<file path="src/rtl/instr_sequencer_pkg.sv">
// Shared definitions for the instruction sequencer: opcodes, IR field
// positions, FSM state encoding and small decode helpers.
package instr_sequencer_pkg;

  // Opcodes the sequencer treats specially; all others are plain ALU ops.
  localparam logic [4:0] OP_MUL  = 5'b01100;
  localparam logic [4:0] OP_DIV  = 5'b01101;
  localparam logic [4:0] OP_NOP  = 5'b11010;
  localparam logic [4:0] OP_HALT = 5'b11011;

  // IR field bit positions.
  localparam int OP_HI = 31;
  localparam int OP_LO = 27;
  localparam int WR_HI = 26;
  localparam int WR_LO = 23;
  localparam int RA_HI = 22;
  localparam int RA_LO = 19;
  localparam int RB_HI = 18;
  localparam int RB_LO = 15;

  // Wait counter width; holds the largest legal timeout (255).
  localparam int TIMER_W = 8;

  // FSM encoding, kept as plain constants for compatibility with older tools.
  typedef logic [2:0] state_t;
  localparam state_t S_IDLE   = 3'd0;
  localparam state_t S_FETCH  = 3'd1;
  localparam state_t S_DECODE = 3'd2;
  localparam state_t S_EXEC   = 3'd3;
  localparam state_t S_WAIT   = 3'd4;
  localparam state_t S_WB     = 3'd5;
  localparam state_t S_HALT   = 3'd6;

  // Multi-cycle ops wait for alu_done and write HI/LO instead of a GPR.
  function automatic logic is_muldiv(input logic [4:0] op);
    return (op == OP_MUL) || (op == OP_DIV);
  endfunction

endpackage

</file>
<file path="src/rtl/instr_sequencer_wait_timer.sv">
// Wait-state timer for mul/div: cleared on launch, counts each WAIT cycle
// without alu_done and flags the cycle in which it reaches the timeout.
module seq_wait_timer
  import instr_sequencer_pkg::*;
#(
  parameter int TIMEOUT = 64
) (
  input  logic clk,
  input  logic clr,
  input  logic clear,
  input  logic en,
  output logic tc
);

  logic [TIMER_W-1:0] count;

  // Terminal count: this enabled cycle is the TIMEOUT-th one.
  assign tc = en && (count == TIMER_W'(TIMEOUT - 1));

  // Counter with synchronous clear, saturating so it can never wrap back.
  always_ff @(posedge clk or posedge clr) begin
    if (clr) begin
      count <= '0;
    end else if (clear) begin
      count <= '0;
    end else if (en && (count != {TIMER_W{1'b1}})) begin
      count <= count + TIMER_W'(1);
    end
  end

endmodule

</file>
<file path="src/rtl/instr_sequencer.sv">
// Multi-cycle control FSM for the register-file/ALU datapath: fetches over a
// req/ack port, decodes the IR into selects, launches the ALU, waits on
// mul/div and issues GPR or HI/LO writeback strobes.
module instr_sequencer
  import instr_sequencer_pkg::*;
#(
  parameter int ADDR_W         = 9,
  parameter int PC_RESET       = 0,
  parameter int MULDIV_TIMEOUT = 64,
  parameter int RETIRE_W       = 16
) (
  input  logic                clk,
  input  logic                clr,
  input  logic                run,
  output logic                mem_req,
  output logic [ADDR_W-1:0]   mem_addr,
  input  logic                mem_ack,
  input  logic [31:0]         mem_rdata,
  output logic [31:0]         ir,
  output logic [3:0]          rf_rd_a_sel,
  output logic [3:0]          rf_rd_b_sel,
  output logic [3:0]          rf_wr_sel,
  output logic                rf_wr_en,
  output logic [4:0]          alu_op,
  output logic                alu_start,
  input  logic                alu_done,
  output logic                hilo_wr_en,
  output logic                busy,
  output logic                halted,
  output logic                timeout_err,
  output logic [RETIRE_W-1:0] retired
);

  localparam logic [ADDR_W-1:0] PC_INIT = ADDR_W'(PC_RESET);

  state_t            state;
  state_t            state_nx;
  logic [ADDR_W-1:0] pc;
  logic [4:0]        opcode;
  logic              muldiv;
  logic              retire;
  logic              timer_tc;

  assign opcode = ir[OP_HI:OP_LO];
  assign muldiv = is_muldiv(opcode);

  // Everything below derives from state/IR only, so clr forces all strobes
  // low immediately without waiting for a clock.
  assign mem_req     = (state == S_FETCH);
  assign mem_addr    = pc;
  assign rf_rd_a_sel = ir[RA_HI:RA_LO];
  assign rf_rd_b_sel = ir[RB_HI:RB_LO];
  assign rf_wr_sel   = ir[WR_HI:WR_LO];
  assign alu_op      = opcode;
  assign alu_start   = (state == S_EXEC);
  assign rf_wr_en    = (state == S_WB) && !muldiv && (rf_wr_sel != 4'd0);
  assign hilo_wr_en  = (state == S_WB) && muldiv;
  assign busy        = (state != S_IDLE) && (state != S_HALT);
  assign halted      = (state == S_HALT);

  // NOPs retire straight out of DECODE; everything else retires in WB.
  assign retire = ((state == S_DECODE) && (opcode == OP_NOP)) || (state == S_WB);

  seq_wait_timer #(
    .TIMEOUT(MULDIV_TIMEOUT)
  ) u_wait_timer (
    .clk  (clk),
    .clr  (clr),
    .clear(state == S_EXEC),
    .en   ((state == S_WAIT) && !alu_done),
    .tc   (timer_tc)
  );

  // Next-state decode.
  always_comb begin
    // NOTE: default first so no path through the case leaves state_nx unassigned (no latch).
    state_nx = state;
    case (state)
      S_IDLE:   if (run) state_nx = S_FETCH;
      S_FETCH:  if (mem_ack) state_nx = S_DECODE;
      S_DECODE: begin
        if (opcode == OP_HALT)     state_nx = S_HALT;
        else if (opcode == OP_NOP) state_nx = run ? S_FETCH : S_IDLE;
        else                       state_nx = S_EXEC;
      end
      S_EXEC:   state_nx = muldiv ? S_WAIT : S_WB;
      // alu_done is checked first so it wins over a simultaneous timeout.
      S_WAIT: begin
        if (alu_done)      state_nx = S_WB;
        else if (timer_tc) state_nx = S_HALT;
      end
      S_WB:     state_nx = run ? S_FETCH : S_IDLE;
      S_HALT:   state_nx = S_HALT;
      default:  state_nx = S_IDLE;
    endcase
  end

  // State, PC, IR, sticky timeout flag and retire counter.
  always_ff @(posedge clk or posedge clr) begin
    if (clr) begin
      state       <= S_IDLE;
      pc          <= PC_INIT;
      ir          <= '0;
      timeout_err <= 1'b0;
      retired     <= '0;
    end else begin
      // NOTE: non-blocking so every register here sees the pre-edge values.
      state <= state_nx;
      if ((state == S_FETCH) && mem_ack) begin
        ir <= mem_rdata;
        pc <= pc + ADDR_W'(1);
      end
      if ((state == S_WAIT) && timer_tc) timeout_err <= 1'b1;
      if (retire) retired <= retired + RETIRE_W'(1);
    end
  end

endmodule

</file>
<file path="config.mk">
export PLATFORM = sky130hd
export DESIGN_NAME = instr_sequencer
export DESIGN_NICKNAME = d
export VERILOG_FILES = /design/src/rtl/instr_sequencer_pkg.sv /design/src/rtl/instr_sequencer_wait_timer.sv /design/src/rtl/instr_sequencer.sv
export SDC_FILE = /design/constraint.sdc
export NUM_CORES = 1
export LEC_CHECK = 0
export ABC_AREA = 1
export CAP_MARGIN = 15
export CORE_MARGIN = 3
export CORE_UTILIZATION = 30
export CTS_BUF_LIST = sky130_fd_sc_hd__clkbuf_8
export DETAILED_ROUTE_END_ITERATION = 12
export PLACE_DENSITY = 0.54
export RECOVER_POWER = 100
export SLEW_MARGIN = 10
export SYNTH_ARGS = -nofsm -noshare
export SYNTH_HDL_FRONTEND = slang
export SYNTH_SLANG_ARGS = --single-unit
</file>
<file path="constraint.sdc">
create_clock -name clk -period 2.52 [get_ports clk]
set_input_delay 0.252 -clock clk [delete_from_list [all_inputs] [get_ports clk]]
set_output_delay 0.252 -clock clk [all_outputs]
set_load 0.05 [all_outputs]
</file>
Word-level counts from Yosys, hierarchy flattened
Cells that the tools add are included.
- add/sub/neg operators: 3
- multiply operators: 0
- divide/modulo/power cells: 0
- order comparisons: 0
- equal/unequal tests: 16
- shift operators: 0
- multiplexer cells: 11
- bitwise operators: 0
- reductions and logical operators: 19
- operator list (operator ; count):
    3-bit case mux with 7 select lines ; 1
    16-bit by 1-bit adder with 16-bit output (second input constant) ; 1
    8-bit two-way mux ; 2
    3-bit two-way mux ; 5
    5-bit by 4-bit equality test with 1-bit output (second input constant) ; 2
    5-bit equality test (second input constant) ; 2
    1-bit logical AND ; 10
    9-bit by 1-bit adder with 9-bit output (second input constant) ; 1
    3-bit equality test (second input constant) ; 3
    8-bit by 1-bit adder with 8-bit output (second input constant) ; 1
    8-bit by 6-bit equality test with 1-bit output (second input constant) ; 1
    8-bit != test (second input constant) ; 1
    3-bit by 2-bit equality test with 1-bit output (second input constant) ; 2
    3-bit != test (second input constant) ; 2
    4-bit nonzero test ; 1
    3-bit by 1-bit equality test with 1-bit output (second input constant) ; 1
    3-bit zero test ; 1
    3-bit AND reduction ; 1
    3-bit nonzero test ; 1
    1-bit zero test ; 2
    1-bit logical OR ; 2
    1-bit two-way mux ; 2
    2-bit two-way mux ; 1
    2-bit by 1-bit != test with 1-bit output (second input constant) ; 1
    2 further kinds ; 2
- bits in registers: 69
- latch bits: 0
- memory bits (writable): 0
- bits in read-only memories: 0
- input port bits: 37
- output and inout port bits: 81
- word-level logic and storage cells: 55
- memories kept: 0

Longest topological paths before layout
- word-level depth: 6
- depth in mapped cells: 9
- depth with buffers taken out: 9

By module
A second synthesis with hierarchy kept.
- cell total of the unflattened synthesis: 476
- area total of the unflattened synthesis: 3651.0 um^2
- modules (own cells, without submodules) (module ; times used ; cells each ; area each (um^2) ; sequential area each (um^2)):
    instr_sequencer ; 1 ; 404 ; 3129.3 ; 1526.5
    seq_wait_timer ; 1 ; 72 ; 521.8 ; 200.2

Least setup slack after synthesis
Ideal clock, no wire load.
- kind: register to output
- start: reg state[0]
- end: out busy
- arrival time: 2.187 ns
- data required time: 2.268 ns
- path slack: 0.081 ns
- stages on the path, launching flop included: 3
- buffers on the path: 0
- cells stage by stage: dfrtp_1 -> nor3_1 -> nor2_1
- word-level cells in the longest chain between the ends: 2
- elaborated cells on any way between the ends: 3
- those cells by class: eq/ne (1); reduce/logical (2)
- ends and longest elaborated chain (what ; line ; source):
    from (decl) ; instr_sequencer.sv:36 ; state_t state;
    from (signal assigned) ; instr_sequencer.sv:108 ; state <= state_nx;
    3-bit != test or 3-bit nonzero test (tied branches) ; instr_sequencer.sv:58 ; assign busy = (state != S_IDLE) && (state != S_HALT);
    1-bit logical AND (*) ; instr_sequencer.sv:58 ;
    to (decl) ; instr_sequencer.sv:28 ; output logic busy,
Every way passes the cells marked *; elsewhere a longest branch is shown, timed or not.

Final worst setup path
- start: reg state[1]
- end: out halted
- word-level cells in the longest chain between the ends: 1
- ends and longest elaborated chain (what ; line ; source):
    3-bit equality test ; instr_sequencer.sv:59 ; assign halted = (state == S_HALT);
    to (decl) ; instr_sequencer.sv:29 ; output logic halted,
Every way passes these cells.

==> impl_metrics.toml <==
[outcome]
status = "finished, violations left"
violations = "capacitance limit, slew limit"

[clock_network]
clock_latency_ps = 350
cts_root_buffer = "clkbuf_8"
cts.repair.resized = 0
cts_buffers = 9
post_cts_buffers = 0
cts_tree = "done"
cts_sinks = 69
clk_transition_reported_paths_ps = 80
max-clock-path-buffers = 2
cts_hold_buf = 0
htree_levels = 3

[placed_design]
port_buffers = 117
dp.cells = 705
post-dp-hpwl_mm = 6.75
gp_congestion = 0.855

[synth]
synth_area_leader_cell = "dfrtp_1"
synth_top_area_share = 0.485
synthesis.nets = 508
synth_seq_cells = 69
ys_types = 26
avgSynthCellArea_um2 = 7.60
synthCells = 468
seq_area_frac_synth = 0.485
yosys-top-cells-area = "dfrtp_1 49%, nand2_1 23%, buf_4 3.8%"
ys_warn_count = 0
synthesis.area_um2 = 3560

[finish]
nets = 613
regArea_um2 = 1730
drive_gt1_frac = 0.0433
antennaDiodeCount = 0
finalNonFillerCells = 721
area_growth_syn_to_layout_pct = 39.1
multi_input_area_um2 = 1490
nFillCells = 1174

[setup_path]
critPathArrivalTime_ps = 2160
critPathLaunchType = "flip-flop"
crit_chain = "inv_1 > nor3_1 > dlygate4sd3_1"
critPathKind = "flip-flop to output pin"
crit_path_end_kind = "output pin"
path_max_fanout = 5
slowest_stage = "dlygate4sd3_1"
required_ps = 2270
cp_slowest_stage_delay_ps = 940

[route]
drt-initial-drc-count = 146
drt_pre_antenna_iters = 4
viasPerCell = 4.49
ant_nets = 0
routedWlPerCell_um = 13.0
routed_wl_mm = 9.37
vias = 3237
drc = 0

[timing]
slew_headroom = -0.170
finalHoldViolCount = 0
fin_crit_ps = 2410
clock_skew_ps = 8.88
final_max_slew_viol_count = 70
setup_viol = 0
tns_ps = 0
grt_setup_unrepaired = "no"
fin_crit_sh = 0.955
worst-slew-pin-transition_ps = 1750
max_freq_mhz = 415

[floorplanning]
design.portCount = 118
dieWidth_um = 115
initial_core_util = 0.309
coreArea_um2 = 11500
core.rowCount = 39
die_y_um = 115
die_area_um2 = 13200

[pwr]
p_leak_nw = 2.47
p_per_area_nw_per_um2 = 1260
peakVddDrop_v = 0.000659

[grt]
grt_max_degree = 70
grt_first_pass_wirelength_mm = 15.3
overflow = 0
antenna_found_initial = 0
grt_usage = 0.148
grt_pass1_vias = 3097

[run]
cap_violations = 1

[min_path]
worstHoldPathType = "input port to flip-flop"
[flip-flops by register name (all words and copies together), names as in the netlist]
register,flops
u_wait_timer.count,8
state,3
retired,16
timeout_err,1
ir,32
mem_addr,9
[logic make-up (layout without fill, tap and decap cells)]
kind of cell | count (synthesis) | count (layout) | share of synthesized area
AND/OR/NAND/NOR | 293 | 293 | 0.337
flip-flops | 69 | 69 | 0.485
buffers and inverters | 64 | 174 | 0.0911
AO/OA/AOI/OAI | 21 | 21 | 0.0320
XOR/XNOR | 18 | 18 | 0.0443
adder cells (fa/ha/maj) | 3 | 3 | 0.0106
[per-layer routing]
| metal | share of wire | vias up | global-route usage |
|---|---|---|---|
| li1 | - | 1635 | - |
| met1 | 0.45 | 1477 | 0.181 |
| met2 | 0.46 | 107 | 0.229 |
| met3 | 0.076 | 18 | 0.0568 |
| met4 | 0.021 | 0 | 0.0696 |
| met5 | 0 | - | 0 |
[Yosys cell counts, drive strengths merged]
master  number
nor2        37
o21bai       1
a31o         1
nor3         4
nand2      217
nand3b       2
a21oi        3
o211ai       1
o21ai       15
nor4         1
buf         26
xor2        14
nand4       10
xnor2        4
nor3b        1
ha           3
nand3       21
inv         38
dfrtp       69
[worst paths after layout]
check / startpoint / endpoint / slack (ps) / depth (start not counted)
max: state[1] / halted / 110 / 3
min: mem_rdata[19] / ir[19] / 430 / 3
max reg2reg: state[0] / mem_addr[2] / 350 / 7
min reg2reg: ir[2] / ir[2] / 480 / 2
max in group asynchronous: clr / retired[11] / 520 / 3
min in group asynchronous: clr / mem_addr[0] / 920 / 3
[where the power goes]
group / switching (mW) / internal (mW) / leakage (nW)
sequential: 0.327 / 1.46 / 0.896
clock: 0.453 / 0.582 / 0.112
combinational: 2.48 / 0.934 / 1.46
total: 3.26 / 2.97 / 2.47
[area by class of cell]
| cell class | instances | share of cell area |
|---|---|---|
| inverter | 38 | 0.0288 |
| multi-input combinational | 335 | 0.301 |
| clock inverter | 6 | 0.0175 |
| timing repair buffer | 120 | 0.239 |
| clock buffer | 10 | 0.0278 |
| sequential | 69 | 0.349 |
| tap | 143 | 0.0362 |
[layout by cell type, fill, tap and decap left out, types with 2 or more instances in the layout]
| master | count |
|---|---|
| nand2_1 | 217 |
| nor3_1 | 4 |
| a21oi_1 | 3 |
| nor2_1 | 34 |
| xor2_1 | 14 |
| o21ai_0 | 15 |
| nand4_1 | 10 |
| nor2_2 | 2 |
| dlygate4sd3_1 | 79 |
| clkdlybuf4s50_1 | 37 |
| nand3_1 | 21 |
| dfrtp_1 | 69 |
| xnor2_1 | 4 |
| clkbuf_8 | 10 |
| bufinv_16 | 2 |
| clkbuf_2 | 3 |
| inv_1 | 36 |
| nand3b_1 | 2 |
| clkinv_2 | 2 |
| ha_1 | 3 |
[worst max-delay path, delay by kind of cell, from the launching register on]
kind / cells / cell delay (ps)
simple gates: 1 / 390
flops: 1 / 420
buf+inv: 2 / 1000
[through the flow]
step | cell area, µm² | total power, mW | worst slack [ps] | hold WS, ps | utilization
floorplan | 3560 | 4.37 | 81.3 | 362 | -
global placement | 4770 | 5.45 | 591 | 454 | 0.414
detailed placement | 4770 | 5.48 | 577 | 463 | 0.414
CTS | 4990 | 6.55 | 167 | 293 | 0.434
global route | 4950 | 6.64 | 44.9 | 412 | 0.430
finish | 4950 | 6.24 | 113 | 425 | 0.430
No activity file was read; power rests on OpenSTA's default activity.
